===== config.mk =====
export PLATFORM = sky130hd
export DESIGN_NAME = lock_core_param_flat
export DESIGN_NICKNAME = d
export VERILOG_FILES = /design/src/rtl/lock_core_param_if.sv /design/src/rtl/lock_core_param.sv /design/src/flat_wrapper.sv
export SDC_FILE = /design/constraint.sdc
export NUM_CORES = 1
export LEC_CHECK = 0
export CELL_PAD_IN_SITES_DETAIL_PLACEMENT = 0
export CELL_PAD_IN_SITES_GLOBAL_PLACEMENT = 1
export CORE_MARGIN = 2
export CORE_UTILIZATION = 37
export DETAILED_ROUTE_END_ITERATION = 16
export MAX_ROUTING_LAYER = met4
export PLACE_DENSITY = 0.67
export SLEW_MARGIN = 5
export SYNTH_ARGS = -nofsm -noshare
export SYNTH_HDL_FRONTEND = slang
export SYNTH_SLANG_ARGS = --single-unit

===== constraint.sdc =====
create_clock -name clk -period 6.2 [get_ports clk]
set_input_delay 1.55 -clock clk [delete_from_list [all_inputs] [get_ports clk]]
set_output_delay 1.55 -clock clk [all_outputs]
set_load 0.02 [all_outputs]

===== src/rtl/lock_core_param_if.sv =====
// Button inputs and status outputs of the parametrised combination lock core.
// The chip top (or a bench) drives the master side; the lock core is the slave.
interface lock_core_param_if #(
    parameter int DIGIT_W   = 4,
    parameter int CODE_LEN  = 4,
    parameter int MAX_FAILS = 3
);
    localparam int CNT_W  = $clog2(CODE_LEN + 1);
    localparam int FAIL_W = $clog2(MAX_FAILS + 1);

    // User inputs: level signals, the core does its own edge detection
    logic [DIGIT_W-1:0] in_digit;
    logic               enter_btn;
    logic               relock_btn;
    logic               prog_btn;

    // Status outputs, all registered inside the core
    logic               locked_led;
    logic               unlocked_led;
    logic               error_led;
    logic               lockout_led;
    logic [2:0]         state_leds;
    logic [CNT_W-1:0]   digit_count;
    logic [FAIL_W-1:0]  fail_count;

    modport master (
        output in_digit, enter_btn, relock_btn, prog_btn,
        input  locked_led, unlocked_led, error_led, lockout_led,
               state_leds, digit_count, fail_count
    );

    modport slave (
        input  in_digit, enter_btn, relock_btn, prog_btn,
        output locked_led, unlocked_led, error_led, lockout_led,
               state_leds, digit_count, fail_count
    );
endinterface


===== src/rtl/lock_core_param.sv =====
// Parametrised combination lock core: configurable digit width and code
// length, user-programmable code, failed-attempt counter with timed lockout
// and auto-relock after a period in UNLOCKED.
module lock_core_param #(
    parameter int                           DIGIT_W        = 4,
    parameter int                           CODE_LEN       = 4,
    parameter logic [CODE_LEN*DIGIT_W-1:0]  DEFAULT_CODE   = 16'h4321,
    parameter int                           MAX_FAILS      = 3,
    parameter int                           ERR_CYCLES     = 4,
    parameter int                           LOCKOUT_CYCLES = 1000,
    parameter int                           UNLOCK_CYCLES  = 500
) (
    input  logic              clk,
    input  logic              reset,
    lock_core_param_if.slave  bus
);

    localparam int CODE_W = CODE_LEN * DIGIT_W;
    localparam int CNT_W  = $clog2(CODE_LEN + 1);
    localparam int FAIL_W = $clog2(MAX_FAILS + 1);

    // Shared timer is sized for the longest of the three timeouts
    localparam int MAX_T_A = (ERR_CYCLES > LOCKOUT_CYCLES) ? ERR_CYCLES : LOCKOUT_CYCLES;
    localparam int MAX_T   = (MAX_T_A > UNLOCK_CYCLES) ? MAX_T_A : UNLOCK_CYCLES;
    localparam int TMR_W   = $clog2(MAX_T + 1);

    localparam logic [CNT_W-1:0]  CNT_LAST  = CNT_W'(CODE_LEN - 1);
    localparam logic [FAIL_W-1:0] FAIL_MAX  = FAIL_W'(MAX_FAILS);
    localparam logic [TMR_W-1:0]  ERR_LAST  = TMR_W'(ERR_CYCLES - 1);
    localparam logic [TMR_W-1:0]  LKO_LAST  = TMR_W'(LOCKOUT_CYCLES - 1);
    localparam logic [TMR_W-1:0]  UNL_LAST  = TMR_W'((UNLOCK_CYCLES == 0) ? 0 : UNLOCK_CYCLES - 1);
    localparam bit                UNLOCK_EN = (UNLOCK_CYCLES != 0);

    typedef enum logic [2:0] {
        S_LOCKED   = 3'd0,
        S_ENTRY    = 3'd1,
        S_UNLOCKED = 3'd2,
        S_ERROR    = 3'd3,
        S_LOCKOUT  = 3'd4,
        S_PROGRAM  = 3'd5
    } state_t;

    typedef struct packed {
        logic       locked;
        logic       unlocked;
        logic       error;
        logic       lockout;
        logic [2:0] code;
    } leds_t;

    // LED pattern for a state; written together with the state so the
    // LED outputs are registered and never lag the state register.
    function automatic leds_t leds_of(input state_t s);
        leds_t l;
        l.locked   = (s == S_LOCKED) || (s == S_ENTRY);
        l.unlocked = (s == S_UNLOCKED);
        l.error    = (s == S_ERROR) || (s == S_LOCKOUT);
        l.lockout  = (s == S_LOCKOUT);
        l.code     = s;
        return l;
    endfunction

    state_t             state;
    leds_t              leds;
    logic [CODE_W-1:0]  code_q;
    logic [CODE_W-1:0]  shadow_q;
    logic [CODE_W-1:0]  shadow_commit;
    logic [CNT_W-1:0]   digit_count;
    logic               mismatch;
    logic [FAIL_W-1:0]  fail_count;
    logic [FAIL_W-1:0]  fail_next;
    logic [TMR_W-1:0]   timer;
    logic               enter_prev;
    logic               relock_prev;
    logic               prog_prev;
    logic               enter_rise;
    logic               relock_rise;
    logic               prog_rise;
    logic [DIGIT_W-1:0] cur_digit;
    logic               attempt_mismatch;
    logic               last_digit;

    assign enter_rise  = bus.enter_btn  & ~enter_prev;
    assign relock_rise = bus.relock_btn & ~relock_prev;
    assign prog_rise   = bus.prog_btn   & ~prog_prev;

    // Previous-value registers for button edge detection
    always_ff @(posedge clk) begin
        // NOTE: sequential state uses non-blocking (<=) so every flop samples
        // pre-edge values; combinational blocks below use blocking (=).
        if (reset) begin
            enter_prev  <= 1'b0;
            relock_prev <= 1'b0;
            prog_prev   <= 1'b0;
        end else begin
            enter_prev  <= bus.enter_btn;
            relock_prev <= bus.relock_btn;
            prog_prev   <= bus.prog_btn;
        end
    end

    // Select the stored code digit that the next entered digit is compared with
    always_comb begin
        // NOTE: default assignment first so no path leaves cur_digit unassigned
        // (which would infer a latch).
        cur_digit = '0;
        for (int i = 0; i < CODE_LEN; i++) begin
            if (digit_count == CNT_W'(i)) begin
                cur_digit = code_q[i*DIGIT_W +: DIGIT_W];
            end
        end
    end

    // Full new code as it will be committed on the last programming digit
    always_comb begin
        shadow_commit = shadow_q;
        shadow_commit[(CODE_LEN-1)*DIGIT_W +: DIGIT_W] = bus.in_digit;
    end

    // In LOCKED, digit_count and mismatch are already 0, so the same
    // expressions serve the first digit and every later one.
    assign attempt_mismatch = mismatch | (bus.in_digit != cur_digit);
    assign last_digit       = (digit_count == CNT_LAST);
    assign fail_next        = fail_count + FAIL_W'(1);

    // Shadow code register collecting digits during programming
    always_ff @(posedge clk) begin
        // NOTE: no reset here -- the shadow is only read after every digit has
        // been rewritten in the current programming pass.
        if (state == S_PROGRAM && enter_rise && !relock_rise) begin
            for (int i = 0; i < CODE_LEN; i++) begin
                if (digit_count == CNT_W'(i)) begin
                    shadow_q[i*DIGIT_W +: DIGIT_W] <= bus.in_digit;
                end
            end
        end
    end

    // Lock state machine with counters, timer, code register and LED outputs
    always_ff @(posedge clk) begin
        if (reset) begin
            state       <= S_LOCKED;
            leds        <= leds_of(S_LOCKED);
            code_q      <= DEFAULT_CODE;
            digit_count <= '0;
            mismatch    <= 1'b0;
            fail_count  <= '0;
            timer       <= '0;
        end else begin
            case (state)
                S_LOCKED, S_ENTRY: begin
                    if (state == S_ENTRY && relock_rise) begin
                        state       <= S_LOCKED;
                        leds        <= leds_of(S_LOCKED);
                        digit_count <= '0;
                        mismatch    <= 1'b0;
                    end else if (enter_rise) begin
                        if (last_digit) begin
                            digit_count <= '0;
                            mismatch    <= 1'b0;
                            timer       <= '0;
                            if (!attempt_mismatch) begin
                                state      <= S_UNLOCKED;
                                leds       <= leds_of(S_UNLOCKED);
                                fail_count <= '0;
                            end else if (fail_next < FAIL_MAX) begin
                                state      <= S_ERROR;
                                leds       <= leds_of(S_ERROR);
                                fail_count <= fail_next;
                            end else begin
                                state      <= S_LOCKOUT;
                                leds       <= leds_of(S_LOCKOUT);
                                fail_count <= FAIL_MAX;
                            end
                        end else begin
                            state       <= S_ENTRY;
                            leds        <= leds_of(S_ENTRY);
                            digit_count <= digit_count + CNT_W'(1);
                            mismatch    <= attempt_mismatch;
                        end
                    end
                end

                S_ERROR: begin
                    if (timer == ERR_LAST) begin
                        state <= S_LOCKED;
                        leds  <= leds_of(S_LOCKED);
                        timer <= '0;
                    end else begin
                        timer <= timer + TMR_W'(1);
                    end
                end

                S_LOCKOUT: begin
                    if (timer == LKO_LAST) begin
                        state      <= S_LOCKED;
                        leds       <= leds_of(S_LOCKED);
                        fail_count <= '0;
                        timer      <= '0;
                    end else begin
                        timer <= timer + TMR_W'(1);
                    end
                end

                S_UNLOCKED: begin
                    if (relock_rise) begin
                        state <= S_LOCKED;
                        leds  <= leds_of(S_LOCKED);
                        timer <= '0;
                    end else if (prog_rise) begin
                        state       <= S_PROGRAM;
                        leds        <= leds_of(S_PROGRAM);
                        digit_count <= '0;
                        timer       <= '0;
                    end else if (UNLOCK_EN && timer == UNL_LAST) begin
                        state <= S_LOCKED;
                        leds  <= leds_of(S_LOCKED);
                        timer <= '0;
                    end else if (UNLOCK_EN) begin
                        // Timer only runs when auto-relock is enabled, so it never wraps
                        timer <= timer + TMR_W'(1);
                    end
                end

                S_PROGRAM: begin
                    if (relock_rise) begin
                        state       <= S_LOCKED;
                        leds        <= leds_of(S_LOCKED);
                        digit_count <= '0;
                    end else if (enter_rise) begin
                        if (last_digit) begin
                            code_q      <= shadow_commit;
                            state       <= S_LOCKED;
                            leds        <= leds_of(S_LOCKED);
                            digit_count <= '0;
                        end else begin
                            digit_count <= digit_count + CNT_W'(1);
                        end
                    end
                end

                default: begin
                    state       <= S_LOCKED;
                    leds        <= leds_of(S_LOCKED);
                    digit_count <= '0;
                    mismatch    <= 1'b0;
                    timer       <= '0;
                end
            endcase
        end
    end

    assign bus.locked_led   = leds.locked;
    assign bus.unlocked_led = leds.unlocked;
    assign bus.error_led    = leds.error;
    assign bus.lockout_led  = leds.lockout;
    assign bus.state_leds   = leds.code;
    assign bus.digit_count  = digit_count;
    assign bus.fail_count   = fail_count;

endmodule


===== src/flat_wrapper.sv =====
// flat-port wrapper written by rule: the top's interface ports become plain ports
module lock_core_param_flat 
#(
    parameter int                           DIGIT_W        = 4,
    parameter int                           CODE_LEN       = 4,
    parameter logic [CODE_LEN*DIGIT_W-1:0]  DEFAULT_CODE   = 16'h4321,
    parameter int                           MAX_FAILS      = 3,
    parameter int                           ERR_CYCLES     = 4,
    parameter int                           LOCKOUT_CYCLES = 1000,
    parameter int                           UNLOCK_CYCLES  = 500
)
  (clk, reset, bus_in_digit, bus_enter_btn, bus_relock_btn, bus_prog_btn, bus_locked_led, bus_unlocked_led, bus_error_led, bus_lockout_led, bus_state_leds, bus_digit_count, bus_fail_count);
  lock_core_param_if #(.DIGIT_W(DIGIT_W), .CODE_LEN(CODE_LEN), .MAX_FAILS(MAX_FAILS)) bus_i ();
  input  logic clk;
  input  logic reset;
  input wire logic [$bits(bus_i.in_digit)-1:0] bus_in_digit;
  input wire logic [$bits(bus_i.enter_btn)-1:0] bus_enter_btn;
  input wire logic [$bits(bus_i.relock_btn)-1:0] bus_relock_btn;
  input wire logic [$bits(bus_i.prog_btn)-1:0] bus_prog_btn;
  output wire logic [$bits(bus_i.locked_led)-1:0] bus_locked_led;
  output wire logic [$bits(bus_i.unlocked_led)-1:0] bus_unlocked_led;
  output wire logic [$bits(bus_i.error_led)-1:0] bus_error_led;
  output wire logic [$bits(bus_i.lockout_led)-1:0] bus_lockout_led;
  output wire logic [$bits(bus_i.state_leds)-1:0] bus_state_leds;
  output wire logic [$bits(bus_i.digit_count)-1:0] bus_digit_count;
  output wire logic [$bits(bus_i.fail_count)-1:0] bus_fail_count;
  assign bus_i.in_digit = bus_in_digit;
  assign bus_i.enter_btn = bus_enter_btn;
  assign bus_i.relock_btn = bus_relock_btn;
  assign bus_i.prog_btn = bus_prog_btn;
  assign bus_locked_led = bus_i.locked_led;
  assign bus_unlocked_led = bus_i.unlocked_led;
  assign bus_error_led = bus_i.error_led;
  assign bus_lockout_led = bus_i.lockout_led;
  assign bus_state_leds = bus_i.state_leds;
  assign bus_digit_count = bus_i.digit_count;
  assign bus_fail_count = bus_i.fail_count;
  lock_core_param #(.DIGIT_W(DIGIT_W), .CODE_LEN(CODE_LEN), .DEFAULT_CODE(DEFAULT_CODE), .MAX_FAILS(MAX_FAILS), .ERR_CYCLES(ERR_CYCLES), .LOCKOUT_CYCLES(LOCKOUT_CYCLES), .UNLOCK_CYCLES(UNLOCK_CYCLES)) u_core (.clk(clk), .reset(reset), .bus(bus_i));
endmodule

==> summary by stage <==
Run status
The flow ran to the end, and the final reports show no timing, DRC or antenna violations.

Timing
Timing would allow up to 301 MHz. For the pin with the worst max-slew slack, the measured transition is 683 ps. The final critical-path required period is 3320 ps. The worst max-slew margin expressed relative to the limit is 54.2%. The post-route clock skew is 17.3 ps. Once routing completed, OpenROAD measured the worst setup slack at 2880 ps.

The number of hold-slack violations in the final timing report is 0. Setup repair after global routing left no endpoint under its margin. Setup violations remaining at the end of the flow were counted as 0. For the final routed database, the setup TNS stands at 0 ps.

The final cycle utilization of the critical path is 53.6%. The count of final max-slew check failures is 0.

Logic synthesis
The combinational family with the most area after synthesis is simple AND/OR/NAND/NOR gates. The net count after synthesis is 324. The warning count from the yosys run is 0. The synthesized design contains 12 enable-type register cells. By area the synthesized netlist is led by dfxtp_1 (30%), edfxtp_1 (13%), nand2_1 (5.9%), a21oi_1 (4.1%), nor2_1 (3.6%). The flip-flop cell with the highest count after synthesis is dfxtp_1. The post-synthesis simple-gate area fraction is 26.4%.

The most used standard cell by instance count after synthesis is nand2_1. The complex-gate fraction of the synthesized area is 18.9%. After Yosys synthesis, XOR and XNOR cells account for 3.45% of the synthesized area.

The fraction of the mapped netlist area in adder cells is 2.69%. The number of distinct standard cells referenced by the synthesized netlist is 63. Each instance of the synthesized netlist takes up on average 9.04 um2. The register bit total from synthesis is 54. The top cell type by total area after synthesis is dfxtp_1. The synthesized netlist occupies a cell area of 0.00279 mm2. The share of synthesized area in the top cell type comes to 30.1%. The mux cell area share after synthesis is 1.52%. The sequential share of the synthesized area is 43.0%.

Counting instances in the post-synthesis netlist gives the leading cell types as nand2_1 (44), dfxtp_1 (42), nor2_1 (27). The post-synthesis cell count is 309. After synthesis, the share of flip-flops with an asynchronous set or reset is 0%.

Clocking
In this run, CTS created clock tree buffers numbering 5. CTS placed an instance of clkbuf_8 at the clock tree root. In this run, post-CTS repair resized a total of 0 instances. The longest clock path from root to sink contains 2 buffers. The number of hold buffers added after CTS was 0. The number of levels in the clock H-tree is 2. The clock network latency to the later pin of the worst-skew pair is 310 ps. The total setup buffers inserted after CTS is 0. The number of clock sinks is 54. The TritonCTS clock tree is yes. The post-CTS clock slew at the launch and capture registers of the worst setup and hold paths is 90 ps.

Worst hold path
The class of the most critical hold timing path is reg -> reg. The number of stages on the worst hold path is 2.

Critical path
The startpoint of the worst setup timing path is u_core.bus.state_leds[1]. On the critical path the largest part of the delay comes from flip-flops. Among all stages on the critical path, the largest delay is contributed by dfxtp_1. In this run the worst path has a maximum fanout of 18. The signal on the critical path passes through clkdlybuf4s50_1. STA puts the critical path data arrival time at 1770 ps. The worst setup path is launched from a flop. The worst setup path endpoint is bus_state_leds[1].

The slack of the worst reg-to-reg path is 3870 ps. The number of buffers and inverters on the critical path is 1. At the worst endpoint, the required time is 4650 ps. The type of element capturing the critical path is an output port. The maximum cell stage delay along the critical path is 740 ps. The worst register-to-register path ends at u_core.bus.locked_led. The number of stages on the worst setup path is 1. The number of cells on the worst reg-to-reg path is 7. The worst register-to-register path begins at u_core.bus.digit_count[0]. The worst setup path is of the reg -> out kind.

Power
IR analysis of the VDD net gives a maximum drop of 0.0790 mV. The net load switching power is 0.162 mW. The combinational fraction of design power is 11.4%. The power per cell area is 202 mW/mm2. Per report_power, the clock group accounts for 30.6% of the total. The leakage dissipation is 1.03 nW. The internal cell power is 0.474 mW.

Sequential cells burn 57.9% of the power. The switching share of power is 25.4%.

Die
The die is 90.9 um wide. In this run the core area contains 31 standard-cell rows. The full die area is 0.00826 mm2. The floorplan core area is 0.00729 mm2. The floorplan step set the die height to 90.9 um.

For this design the top-level I/O count stands at 21. For this configuration, the core starts out at a cell density of 38.3%.

Finish
The total inserted antenna cells is 0. The post-layout instance area is 0.00315 mm2. The layout overhead on the synthesized area is 12.7%.

The net count of the finished layout is 339. The count of placed standard cells in the final layout, fillers left out is 424. Cells with a size suffix above 1 make up 8.62% of the layout. The core utilization of the finished layout is 43.2%.

Global route
The largest net degree at the start of global routing is 37. The first global-routing pass estimated 11700 um of wire. The via count of the first global-routing pass is 2275. Global routing used 18.0% of the available tracks. The initial antenna violation count was 0. The total overflow left after global routing is 0.

Routing
After detailed routing, the average wire length per cell comes to 15.8 um. The per-cell via count in the routed design is 5.27. The length of the first detailed-routing pass in iterations is 4. The residual antenna-violating net count after detailed routing is 0. The initial detailed-routing violation count is 91. The number of DRC violations after detailed routing is 0. For this block, the routed nets add up to 6710 um of wire. The routed layout has 2233 vias.

Placed design
The final estimated routing congestion in global placement is 0.781. The instance count after placement with tap cells included is 416. Input and output buffers added on the ports amount to 20. The placed standard-cell area is 0.00306 mm2. Timing analysis after detailed placement gives a worst setup slack of 2580 ps. The detailed placement HPWL is 4940 um.

Run
The reported max-cap violation count is 0.
## how the worst min path moves through the flow
stage | from | endpoint | slack, ps
after global placement | u_core.code_q[1] | u_core.code_q[1] | 440
after CTS | u_core.code_q[11] | u_core.code_q[11] | 470
after global routing | u_core.code_q[11] | u_core.code_q[11] | 480
final | u_core.code_q[11] | u_core.code_q[11] | 470
after floorplan | u_core.shadow_q[0] | u_core.code_q[0] | 430
after detailed placement | u_core.shadow_q[8] | u_core.code_q[8] | 450
## cell families after synthesis
| group | after synthesis |
|---|---|
| simple gates | 140 |
| mux | 4 |
| xor+xnor | 11 |
| flops | 54 |
| compound gates | 68 |
| buf+inv | 26 |
| fa+ha+maj | 6 |
## power by group through the flow
| stage | clock [mW] | combinational (mW) | sequential (mW) |
|---|---|---|---|
| after global routing | 0.218 | 0.0812 | 0.370 |
| after detailed placement | 0 | 0.0732 | 0.376 |
| after floorplan | 0 | 0.0468 | 0.377 |
| after CTS | 0.204 | 0.0734 | 0.368 |
| final | 0.195 | 0.0726 | 0.368 |
| after global placement | 0 | 0.0725 | 0.376 |
## registers in the layout, indices dropped and copies added, names as in the netlist
register and count:
u_core.timer 10, u_core.shadow_q 12, u_core.bus.error_led 1, u_core.bus.state_leds 3
u_core.bus.digit_count 3, u_core.code_q 16, u_core.relock_prev 1, u_core.enter_prev 1
u_core.mismatch 1, u_core.prog_prev 1, u_core.bus.locked_led 1, u_core.bus.lockout_led 1
u_core.bus.fail_count 2, u_core.bus.unlocked_led 1
## through the flow
step	power [mW]	hold slack [ps]
2_1_floorplan	0.423	433
3_3_place_gp	0.449	444
3_5_place_dp	0.450	449
4_1_cts	0.645	469
5_1_grt	0.669	482
6_report	0.636	469
## metal layers
metal	share of wire, %	GRT usage, %
met3	2.7	3.17
met2	48	29.9
met4	0.85	3.41
met1	48	23.2
met5	0	-
## layout make-up
cell class,instances,area (um2)
Clock buffer,7,76.3
Clock inverter,1,7.51
Fill cell,771,4140
Inverter,12,45.0
Multi-Input combinational cell,229,1480
Sequential cell,54,1200
Tap cell,99,124
Timing Repair Buffer,22,215
## worst reg2reg max path: stages, from the launching register on
cell and delay (ps):
dfxtp_1 440, ha_1 460, nand2b_1 330, a21oi_1 260
o31ai_2 120, nor2_2 280, nor2b_1 80, a211o_1 270
## layout by cell type (no fill, tap or decap), drive strengths merged, types with 5 or more instances in the layout
cell type | synthesis | routed
a211oi | 6 | 6
o31ai | 5 | 5
edfxtp | 12 | 12
nand2 | 44 | 44
o21ai | 9 | 9
nand3 | 6 | 6
dfxtp | 42 | 42
nand3b | 12 | 12
a21oi | 24 | 24
clkdlybuf4s50 | 0 | 20
nor2 | 28 | 28
inv | 12 | 12
nand2b | 10 | 10
nor2b | 9 | 9
xnor2 | 9 | 9
ha | 6 | 6
clkbuf | 8 | 7
nor3 | 9 | 9
(Power assumes the default switching activity.)
